--- config.mk ---
export PLATFORM = sky130hd
export DESIGN_NAME = wb_commit_fifo
export DESIGN_NICKNAME = d
export VERILOG_FILES = /design/src/rtl/wb_commit_fifo.sv
export SDC_FILE = /design/constraint.sdc
export NUM_CORES = 1
export LEC_CHECK = 0
export ABC_AREA = 0
export CAP_MARGIN = 20
export CORE_ASPECT_RATIO = 0.6
export CORE_MARGIN = 10
export CORE_UTILIZATION = 45
export DETAILED_ROUTE_END_ITERATION = 6
export HOLD_SLACK_MARGIN = 0.06
export PLACE_DENSITY_LB_ADDON = 0.25
export REMOVE_ABC_BUFFERS = 1
export SETUP_SLACK_MARGIN = 0.05
export SYNTH_ARGS = -nofsm -noshare
export SYNTH_HDL_FRONTEND = slang
export SYNTH_SLANG_ARGS = --single-unit
--- constraint.sdc ---
create_clock -name d_clk -period 15.07 [get_ports d_clk]
set_input_delay 3.7675 -clock d_clk [delete_from_list [all_inputs] [get_ports d_clk]]
set_output_delay 3.7675 -clock d_clk [all_outputs]
set_load 0.01 [all_outputs]
--- src/rtl/wb_commit_fifo.sv ---
// wb_commit_fifo: collapses the two writeback slots (ds1 older, ds2 younger)
// into a single in-order commit stream. Either slot can be pushed each cycle,
// and one entry is read out per cycle through a valid/ready port.
module wb_commit_fifo #(
    parameter int DWIDTH    = 32,
    parameter int PC_WIDTH  = 32,
    parameter int AWIDTH    = 5,
    parameter int DEPTH     = 8,
    parameter int FILTER_R0 = 1
) (
    input  logic                     d_clk,
    input  logic                     d_rst,
    input  logic                     ds1_i_valid,
    input  logic [AWIDTH-1:0]        ds1_i_rd,
    input  logic [DWIDTH-1:0]        ds1_i_data,
    input  logic [PC_WIDTH-1:0]      ds1_i_pc,
    input  logic                     ds2_i_valid,
    input  logic [AWIDTH-1:0]        ds2_i_rd,
    input  logic [DWIDTH-1:0]        ds2_i_data,
    input  logic [PC_WIDTH-1:0]      ds2_i_pc,
    output logic                     f_o_wb_ready,
    output logic                     f_o_valid,
    input  logic                     f_i_ready,
    output logic [AWIDTH-1:0]        f_o_rd,
    output logic [DWIDTH-1:0]        f_o_data,
    output logic [PC_WIDTH-1:0]      f_o_pc,
    output logic [$clog2(DEPTH):0]   f_o_count,
    output logic                     f_o_overflow
);

    localparam int PW = $clog2(DEPTH);
    localparam int CW = PW + 1;

    logic [AWIDTH-1:0]   mem_rd   [DEPTH];
    logic [DWIDTH-1:0]   mem_data [DEPTH];
    logic [PC_WIDTH-1:0] mem_pc   [DEPTH];

    logic [PW-1:0] wr_ptr;
    logic [PW-1:0] rd_ptr;
    logic [CW-1:0] count;
    logic          overflow;

    logic          eff1;
    logic          eff2;
    logic          push1;
    logic          push2;
    logic [1:0]    n_push;
    logic          pop;
    logic          drop;
    logic [PW-1:0] wr_idx2;

    // Qualify slots, gate pushes on space, and decide the pop for this cycle.
    always_comb begin
        eff1    = ds1_i_valid && !((FILTER_R0 != 0) && (ds1_i_rd == '0));
        eff2    = ds2_i_valid && !((FILTER_R0 != 0) && (ds2_i_rd == '0));
        // Space check uses registered count only, so a pop never frees room in the same cycle.
        f_o_wb_ready = (count <= CW'(DEPTH - 2));
        push1   = eff1 && f_o_wb_ready;
        push2   = eff2 && f_o_wb_ready;
        n_push  = {1'b0, push1} + {1'b0, push2};
        drop    = (eff1 || eff2) && !f_o_wb_ready;
        f_o_valid = (count != '0);
        pop     = f_o_valid && f_i_ready;
        // ds2 lands behind ds1 when both push, otherwise takes the write slot itself.
        wr_idx2 = push1 ? (wr_ptr + PW'(1)) : wr_ptr;
    end

    // Pointer, occupancy and sticky overflow state.
    always_ff @(posedge d_clk) begin
        if (d_rst) begin
            wr_ptr   <= '0;
            rd_ptr   <= '0;
            count    <= '0;
            overflow <= 1'b0;
        end else begin
            wr_ptr <= wr_ptr + PW'(n_push);
            if (pop)
                rd_ptr <= rd_ptr + PW'(1);
            count <= count + CW'(n_push) - CW'(pop);
            if (drop)
                overflow <= 1'b1;
        end
    end

    // Entry storage; contents need no reset since occupancy is tracked separately.
    always_ff @(posedge d_clk) begin
        if (push1) begin
            mem_rd[wr_ptr]   <= ds1_i_rd;
            mem_data[wr_ptr] <= ds1_i_data;
            mem_pc[wr_ptr]   <= ds1_i_pc;
        end
        if (push2) begin
            mem_rd[wr_idx2]   <= ds2_i_rd;
            mem_data[wr_idx2] <= ds2_i_data;
            mem_pc[wr_idx2]   <= ds2_i_pc;
        end
    end

    // Head presentation, forced to zero while empty so idle output is clean.
    always_comb begin
        f_o_rd       = '0;
        f_o_data     = '0;
        f_o_pc       = '0;
        if (f_o_valid) begin
            f_o_rd   = mem_rd[rd_ptr];
            f_o_data = mem_data[rd_ptr];
            f_o_pc   = mem_pc[rd_ptr];
        end
        f_o_count    = count;
        f_o_overflow = overflow;
    end

endmodule

# Word level (Yosys, flattened, before mapping)
# Memories as Yosys holds them, arrays and structs flattened. A register that Yosys moved wholly into a read port is not among the register bits.
# Index checks and enable logic that the tools add are counted.
# op_classes
n_lt_le_gt_ge	1
n_addsub	6
n_mux	14
reduce_logical	13
# ops
operator	n
32-bit two-way mux	2
3-bit two-way mux	7
5-bit zero test	2
3-bit by 1-bit adder with 3-bit output, second input constant	2
1-bit logical AND	6
5-bit two-way mux	1
4-bit by 2-bit adder with 4-bit output	1
4-bit by 3-bit <= comparator with 1-bit output, second input constant	1
1-bit two-way mux	4
4-bit nonzero test	1
4-bit by 1-bit subtractor with 4-bit output	1
3-bit by 2-bit adder with 3-bit output	1
1-bit zero test	3
1-bit by 1-bit adder with 2-bit output	1
1-bit logical OR	1
# totals
input_bits	143
wordCells	41
out_inout_bits	76
regBits	11
ramBits	552
mem_count	3
# memory_table
memory	words	word_bits	rd	rd_clocked_by_memory_dff	wr	line	rtl
mem_data	8	32	1	1	2	35	logic [DWIDTH-1:0] mem_data [DEPTH];
mem_pc	8	32	1	1	2	36	logic [PC_WIDTH-1:0] mem_pc [DEPTH];
mem_rd	8	5	1	1	2	34	logic [AWIDTH-1:0] mem_rd [DEPTH];

# Logic depth before layout (Yosys ltp)
# Gate-level depths: netlist (run 1).
# logic_depth
ltp_word	7
depth_mapped	14
ltp_nobuf	14

# Worst setup path before layout (run 1)
# Ideal clock, no wire load.
# synth_path
kind	input -> register
startpoint	input port ds1_i_rd[0]
endpoint	memory mem_data[0][0], enable pin
stages	6
arrival_ps	9654
required_time_ps	14479
setup_slack_ps	4825
n_path_buf	2
setup_time_ps	591
path_cell_list	clkbuf_1 > or2_1 > o41ai_2 > buf_4 > or3_1 > o21ai_0
# synth_lines
element	line	rtl
from (decl)	14	input logic [AWIDTH-1:0] ds1_i_rd,
to (decl)	35	

==> results of run 1 <==
## through the flow
stage	instance area [µm²]	worst slack, ps	std cells
6_report	33500	6800	2694
5_1_grt	33500	6390	2690
4_1_cts	33400	6630	2687
3_5_place_dp	31600	7260	2589
3_3_place_gp	31600	7300	2589
2_1_floorplan	28000	2610	1500
## kinds of logic (layout without fill, tap and decap cells)
kind of cell | after synthesis | after routing | share of synthesized area [%]
compound gates | 24 | 24 | 0.791
xor+xnor | 5 | 5 | 0.153
fa+ha+maj | 13 | 13 | 0.620
buf+inv | 124 | 362 | 2.58
flops | 566 | 566 | 58.9
mux | 765 | 765 | 35.2
other cells | 0 | 6 | 0
simple gates | 114 | 114 | 1.83
## per-layer routing
layer | share of wire, % | routed length, µm | global-route usage [%] | vias to the layer above
li1 | - | - | - | 6911
met1 | 45 | 32900 | 26.3 | 8316
met2 | 48 | 35300 | 32.2 | 402
met3 | 5.5 | 4050 | 3.84 | 97
met4 | 1.5 | 1080 | 3.73 | 10
met5 | 0.093 | 68 | 0 | -
## flip-flops by register name, indices dropped and copies added (netlist names), named ones only
name	cells
rd_ptr	3
mem_pc	256
f_o_count	4
mem_rd	40
mem_data	256
f_o_overflow	1
wr_ptr	3
## area by class of cell
class	instances	share of cell area, %
sequential	566	50.4
multi-input combinational	921	33.4
timing repair buffer	251	7.29
clock buffer	67	4.39
tap	839	3.14
clock inverter	31	1.24
inverter	13	0.146
antenna	6	0.0448
## cells in the final DEF (no fill, tap or decap), types with 11 or more instances in the layout
master           netlist  layout
dfxtp_1               14      11
mux2i_1               75      75
mux2_2               390     390
clkdlybuf4s50_1        0     218
inv_1                 13      13
clkinv_2               0      11
ha_1                  11      11
edfxtp_1             552     552
mux4_2               138     138
buf_4                  8      32
clkbuf_16              0      55
nor2_1                80      80
o21ai_4                0      12
mux2_1               162     162
## power breakdown
| group | total, mW | switching [mW] | internal, mW |
|---|---|---|---|
| Sequential | 2.19 | 0.0963 | 2.09 |
| Combinational | 1.93 | 1.03 | 0.908 |
| Clock | 1.47 | 0.604 | 0.862 |
| Total | 5.59 | 1.73 | 3.86 |
## tightest hold or removal path, stage by stage (launching register included)
cell and delay [ps]:
dfxtp_1 340, a21oi_1 50, nor2_1 80
## path summary, 6_finish.rpt
path	from	endpoint	slack, ps	cells after the start
max	register	f_o_data[20]	6800	6
min reg2reg	f_o_overflow$_SDFFE_PP0P_	f_o_overflow$_SDFFE_PP0P_	500	2
max reg2reg	f_o_count[3]$_SDFF_PP0_	mem_data[5][17]$_DFFE_PP_	11110	8
min	f_o_overflow$_SDFFE_PP0P_	f_o_overflow$_SDFFE_PP0P_	500	2
==> run_results.csv, run 1 <==
group,metric,value,unit
outcome,status,"complete, no violations",
min_path,min-delay-path-class,"register to register",
critical_path,setup.worst_path.start_class,"register",
floorplanning,rows,71,
run,drv_cap,0,
layout,fin_nets,1963,
synthesis,syn_avg_cell_area,17.8,µm²
timing,fin_crit,8270,ps
critical_path,cp.arrival,4510,ps
critical_path,slowest_stage,"buf_4",
synthesis,ys_warn_count,0,
floorplanning,start_util,45.6,%
drt,routed_wirelength,73400,µm
grt,antenna_found_initial,12,
critical_path,crit_top_cell,"buf_4",
grt,grt_pass1_vias,17080,
timing,finalCritPeriodShare,54.9,%
drt,dr.first_iter.drc_count,1254,
synthesis,syn_area,28600,µm²
clock_tree,clk-insertion-delay-late,600,ps
synthesis,synth_area_leaders,"edfxtp_1 58%, mux2_2 15%, mux4_2 11%",
synthesis,synth_common_cells,"552 x edfxtp_1, 390 x mux2_2, 162 x mux2_1",
floorplanning,die_x,346,µm
timing,setup_tns,0,ps
clock_tree,cts_max_path_buffers,3,
power_and_ir_drop,power_density,167,nW/µm²
timing,final-setup-viol-count,0,
synthesis,synth_edf_count,552,
layout,multi_input_area,11200,µm²
synthesis,synth_most_common_cell,"edfxtp_1",
grt,grt_overflow,0,
layout,ff_latch_area,16900,µm²
floorplanning,io-pin-count,219,
timing,hold-worst-slack,499,ps
drt,via_count,15736,
place,dpl.hpwl,41400,µm
critical_path,required,11300,ps
synthesis,synth-seq-cells,566,
synthesis,synthFlopType,"edfxtp_1",
layout,area_growth,16.9,%
timing,fin_skew,16.1,ps
floorplanning,die_h,215,µm
critical_path,criticalPathCategory,"register to output port",
timing,slew_violations,0,
timing,relSlewSlack,27.6,%
grt,grt_usage,19.4,%
grt,grt_pass1_wl,111000,µm
clock_tree,cts_inserted_buffers,54,
clock_tree,hold_buffers,0,
power_and_ir_drop,power,5.59,mW
clock_tree,cts_root_buf,"clkbuf_16",
power_and_ir_drop,power_leakage,10.8,nW
critical_path,path_delay_family,"buffers and inverters",
critical_path,path_cells,"buf_4 -> buf_4 -> mux4_2 -> mux2i_1 -> nor2_1 -> clkdlybuf4s50_1",
floorplanning,core_area,62800,µm²
synthesis,synth.largest_area_cell,"edfxtp_1",
clock_tree,tritoncts,"done",
layout,final_core_util,53.3,%
synthesis,seq_area_frac_synth,58.9,%
timing,tightest_slew,1090,ps
drt,antenna_left,0,
power_and_ir_drop,peakVddDrop,154,µV
drt,vias_per_cell,5.84,
drt,drt_first_pass_iters,5,
layout,drive_above_1_share,36.6,%
clock_tree,h-tree-depth,2,
clock_tree,cts_setup_buffers,0,
place,place.gp.congestion,0.756,
synthesis,ys_async_sr_fraction,0,%
critical_path,cp_max_fo,40,
timing,rsz0062_at_grt,"false",
clock_tree,clock-sinks,566,
timing,hold_viol,0,
synthesis,syn_inst,1611,
grt,grt_max_degree,64,
place,io_buffers,218,
critical_path,path_buf_inv,3,
layout,fillers,5010,
floorplanning,die-area,74500,µm²
timing,fmax,0.121,GHz
critical_path,end_kind,"output port",
drt,wl_per_cell,27.2,µm
clock_tree,path_clk_slew,70,ps
critical_path,max_stage_delay,820,ps
synthesis,synth_cell_types,40,
clock_tree,cts_resized,0,
drt,drc,0,
synthesis,synth_top_area_share,57.9,%
Power figures use the tool's default switching activity.
==> inputs of run 2 (changes only) <==
==> constraint.sdc (replaced) <==
create_clock -name d_clk -period 8.2 [get_ports d_clk]
set_input_delay 2.05 -clock d_clk [delete_from_list [all_inputs] [get_ports d_clk]]
set_output_delay 2.05 -clock d_clk [all_outputs]
set_load 0.01 [all_outputs]
==> run 2 against run 1 <==
Critical path depth is 1 lower. Sequential power is 84% higher. Highest routed layer is now met4. Largest cell class unchanged. Flip-flop and latch count stayed put. Register-to-register slack worse by 6600 ps. Routed wire length is 0.44% higher. Largest power group unchanged.
==> run_results.csv, run 2 (synthesis results as in run 1) <==
group,metric,value,unit
outcome,status,"complete, no violations",
grt,grt_max_degree,82,
grt,grt_overflow,0,
clock_tree,path_clk_slew,70,ps
critical_path,cp.arrival,3560,ps
critical_path,cp_max_fo,81,
drt,vias_per_cell,5.89,
critical_path,slowest_stage,"dfxtp_4",
clock_tree,cts_root_buf,"clkbuf_16",
min_path,min-delay-path-class,"register to register",
layout,fillers,5017,
grt,grt_usage,19.4,%
grt,antenna_found_initial,2,
critical_path,required,6150,ps
critical_path,path_delay_family,"buffers and inverters",
grt,grt_pass1_vias,17093,
timing,fmax,0.178,GHz
floorplanning,start_util,45.6,%
layout,top_regs,"mem_data: 256 flops, mem_pc: 256 flops, mem_rd: 40 flops",
critical_path,criticalPathCategory,"register to output port",
floorplanning,die-area,74500,µm²
clock_tree,cts_max_path_buffers,3,
timing,fin_skew,25.1,ps
clock_tree,clock-sinks,566,
place,place.gp.congestion,0.749,
power_and_ir_drop,power_density,301,nW/µm²
clock_tree,cts_setup_buffers,0,
timing,finalCritPeriodShare,68.5,%
critical_path,max_stage_delay,970,ps
floorplanning,rows,71,
clock_tree,clk-insertion-delay-late,600,ps
timing,slew_violations,0,
drt,routed_wirelength,73700,µm
clock_tree,cts_resized,0,
floorplanning,core_area,62800,µm²
layout,drive_above_1_share,36.0,%
timing,fin_crit,5610,ps
layout,final_core_util,53.1,%
place,place_ws,2240,ps
power_and_ir_drop,power_leakage,10.7,nW
grt,grt_pass1_wl,112000,µm
place,io_buffers,218,
drt,wl_per_cell,27.4,µm
run,drv_cap,0,
timing,hold-worst-slack,483,ps
floorplanning,die_h,215,µm
power_and_ir_drop,peakVddDrop,275,µV
layout,area_growth,16.4,%
layout,fin_nets,1964,
timing,layout_setup_ws,2590,ps
timing,final-setup-viol-count,0,
layout,final_common_cell,"edfxtp_1",
place,dpl.hpwl,42200,µm
drt,drt_first_pass_iters,5,
timing,tightest_slew,1160,ps
critical_path,path_cells,"buf_12 -> mux4_2 -> mux2i_1 -> nor2_1 -> clkdlybuf4s50_1",
drt,antenna_left,0,
timing,rsz0062_at_grt,"false",
layout,final_cell_mix,"552 x edfxtp_1, 390 x mux2_2, 218 x clkdlybuf4s50_1, 162 x mux2_1, 138 x mux4_2",
drt,dr.first_iter.drc_count,1209,
clock_tree,cts_inserted_buffers,53,
critical_path,setup.worst_path.start_class,"register",
floorplanning,die_x,346,µm
floorplanning,io-pin-count,219,
timing,hold_viol,0,
drt,via_count,15832,
timing,relSlewSlack,22.4,%
drt,drc,0,
clock_tree,tritoncts,"done",
critical_path,end_kind,"output port",
critical_path,path_buf_inv,2,
clock_tree,h-tree-depth,2,
clock_tree,hold_buffers,0,
-- run 2: layer usage --
metal,vias to the layer above,routed length [µm],GRT usage (%)
met5,-,0,0
met4,0,1060,3.58
met3,72,4480,3.72
met2,482,35000,31.4
met1,8360,33200,27.2
li1,6918,-,-
-- run 2: cell type report --
type / instances / area, µm² / share of cell area [%]
Clock inverter: 26 / 262 / 0.785
Antenna cell: 2 / 5.00 / 0.0150
Clock buffer: 69 / 1390 / 4.16
Multi-Input combinational cell: 921 / 11200 / 33.5
Sequential cell: 566 / 16900 / 50.6
Inverter: 13 / 48.8 / 0.146
Tap cell: 839 / 1050 / 3.15
Timing Repair Buffer: 253 / 2540 / 7.62
-- run 2: path summary, 6_finish.rpt --
path / startpoint / end / slack (ps) / depth (start not counted)
min: f_o_overflow$_SDFFE_PP0P_ / f_o_overflow$_SDFFE_PP0P_ / 480 / 2
min reg2reg: f_o_overflow$_SDFFE_PP0P_ / f_o_overflow$_SDFFE_PP0P_ / 480 / 2
max: register / f_o_data[23] / 2590 / 5
max reg2reg: f_o_count[3]$_SDFF_PP0_ / mem_data[4][24]$_DFFE_PP_ / 4490 / 7
-- run 2: power by group --
part           switching [mW]  leakage [nW]  internal (mW)
registers               0.186          5.15           3.85
logic                    1.87          4.71           1.68
clock network            1.10         0.814           1.35
-- run 2: worst min-delay path, delay by kind of cell, from the launching register on --
family	cells	cell delay, ps
AND/OR/NAND/NOR	1	70
AO/OA/AOI/OAI	1	40
flip-flops	1	340
-- run 2: per-stage QoR --
stage	setup TNS (ps)	cell area (µm²)	power, mW	cells
after detailed placement	0	31700	7.70	2591
after global routing	0	33300	10.5	2689
after CTS	0	33300	10.1	2686
after global placement	0	31700	7.65	2591
final	0	33300	10.0	2689
after floorplan	-965310	28000	6.38	1500
==> inputs of run 3 (changes only) <==
==> constraint.sdc (replaced) <==
create_clock -name d_clk -period 4.65 [get_ports d_clk]
set_input_delay 1.1625 -clock d_clk [delete_from_list [all_inputs] [get_ports d_clk]]
set_output_delay 1.1625 -clock d_clk [all_outputs]
set_load 0.01 [all_outputs]
==> run 3 against run 2 <==
Worst setup slack got worse by 2200 ps. Sequential power rose by 74%. Sequential share of layout area fell by 1.1 points. Largest cell class unchanged. Highest routed layer is now met5.
==> run_results.csv, run 3 (synthesis results as in run 1) <==
group,metric,value,unit
outcome,status,"complete, no violations",
clock_tree,clock-sinks,566,
clock_tree,path_clk_slew,70,ps
layout,fin_nets,1986,
layout,final_cell_mix,"552 x edfxtp_1, 390 x mux2_2, 218 x clkdlybuf4s50_1, 162 x mux2_1, 138 x mux4_2",
floorplanning,die_x,346,µm
floorplanning,rows,71,
timing,fin_crit,4250,ps
layout,ff_latch_area,16900,µm²
clock_tree,cts_max_path_buffers,3,
drt,drt_first_pass_iters,5,
critical_path,max_stage_delay,580,ps
layout,instances_no_fill,2719,
drt,routed_wirelength,76700,µm
drt,vias_per_cell,5.89,
floorplanning,io-pin-count,219,
layout,fillers,4958,
drt,wl_met2,36500,µm
run,drv_cap,0,
critical_path,criticalPathCategory,"register to output port",
clock_tree,cts_inserted_buffers,54,
timing,final-setup-viol-count,0,
grt,grt_pass1_vias,17035,
min_path,holdPathEnd,"f_o_overflow$_SDFFE_PP0P_",
clock_tree,tritoncts,"done",
layout,top_regs,"mem_data: 256 flops, mem_pc: 256 flops, mem_rd: 40 flops",
critical_path,path_cells,"buf_12 -> mux4_2 -> mux2i_1 -> nor2_1 -> clkdlybuf4s50_1",
critical_path,r2r_end,"f_o_count[2]$_SDFF_PP0_",
min_path,hold_depth,2,
timing,rsz0062_at_grt,"false",
power_and_ir_drop,peakVddDrop,363,µV
power_and_ir_drop,power_density,538,nW/µm²
timing,fmax,0.235,GHz
clock_tree,cts_setup_buffers,0,
critical_path,setup.worst_path.start_class,"register",
layout,final_common_cell,"edfxtp_1",
critical_path,required,3490,ps
place,dpl.hpwl,43300,µm
floorplanning,core_area,62800,µm²
timing,fin_skew,10.8,ps
clock_tree,cts_root_buf,"clkbuf_16",
place,io_buffers,218,
drt,dr.first_iter.drc_count,1341,
place,dp.cells,2613,
grt,grt_usage,20.1,%
critical_path,cp.arrival,3090,ps
drt,top_layer_used,"met5",
place,place.gp.congestion,0.769,
min_path,hold_path_startpoint,"f_o_overflow$_SDFFE_PP0P_",
critical_path,end_kind,"output port",
critical_path,reg2reg_slack,1280,ps
floorplanning,die_h,215,µm
drt,via_count,16008,
grt,grt_pass1_wl,115000,µm
drt,antenna_left,0,
floorplanning,start_util,45.6,%
drt,m1WireLength,34300,µm
clock_tree,hold_buffers,0,
timing,slew_violations,0,
critical_path,slowest_stage,"dfxtp_4",
grt,grt_max_degree,75,
timing,relSlewSlack,50.8,%
power_and_ir_drop,power_leakage,11.0,nW
timing,tightest_slew,738,ps
critical_path,cp_max_fo,31,
drt,wl_met3,4750,µm
critical_path,rr_worst_depth,14,
layout,multi_input_area,11200,µm²
timing,hold_viol,0,
clock_tree,clk-insertion-delay-late,620,ps
layout,final_core_util,54.2,%
floorplanning,die-area,74500,µm²
clock_tree,cts_resized,0,
timing,finalCritPeriodShare,91.5,%
timing,hold-worst-slack,534,ps
grt,antenna_found_initial,10,
clock_tree,h-tree-depth,2,
drt,drc,0,
grt,grt_overflow,0,
min_path,min-delay-path-class,"register to register",
layout,drive_above_1_share,36.6,%
critical_path,r2r_start,"f_o_count[3]$_SDFF_PP0_",
layout,area_growth,18.9,%
drt,wl_per_cell,28.2,µm
-- run 3: cell count changes in the layout (fill, tap and decap cells not counted), sizes merged --
cell    before  now
clkinv      18   20
buf         35   56
clkbuf      69   71
bufinv       5    7
diode        2    6
inv         16   15
-- run 3: worst max path at each step --
stage | from | end | slack, ps | cells after the start
2_1_floorplan | ds1_i_rd[1] | mem_data[1][0]$_DFFE_PP_ | -5210 | 5
3_3_place_gp | ds2_i_rd[1] | f_o_count[2]$_SDFF_PP0_ | 260 | 14
3_5_place_dp | ds2_i_rd[1] | f_o_count[2]$_SDFF_PP0_ | 250 | 14
4_1_cts | register | f_o_data[26] | 350 | 5
5_1_grt | register | f_o_data[26] | 280 | 5
6_report | register | f_o_data[26] | 400 | 5
-- run 3: cell type report --
class                           instances  area share (%)
Antenna cell                            6          0.0441
Clock buffer                           71            4.34
Clock inverter                         29           0.933
Inverter                               13           0.143
Multi-Input combinational cell        921            32.8
Sequential cell                       566            49.5
Tap cell                              839            3.08
Timing Repair Buffer                  274            9.11
-- run 3: per-stage QoR --
stage                     power, mW  setup TNS, ps  setup slack [ps]  instance area [µm²]
after floorplan                11.2       -2769020             -5210                28000
after global placement         13.8              0               264                32200
after detailed placement       13.9              0               251                32200
after CTS                      18.5              0               354                34000
after global routing           19.2              0               282                34000
final                          18.3              0               395                34100
-- run 3: power breakdown --
part           switching [mW]  internal (mW)
clock                    1.97           2.62
sequential              0.262           6.77
combinational            3.51           3.19
-- run 3: critical path: cells and delay by family (launching register included) --
| family | cells | cell delay, ps |
|---|---|---|
| simple gates | 1 | 110 |
| mux | 2 | 940 |
| buf+inv | 2 | 830 |
| flops | 1 | 580 |
-- run 3: layer usage --
layer	global-route usage [%]	vias to the layer above
li1	-	6962
met1	28.6	8475
met2	32.3	460
met3	3.78	103
met4	3.70	8
met5	0	-
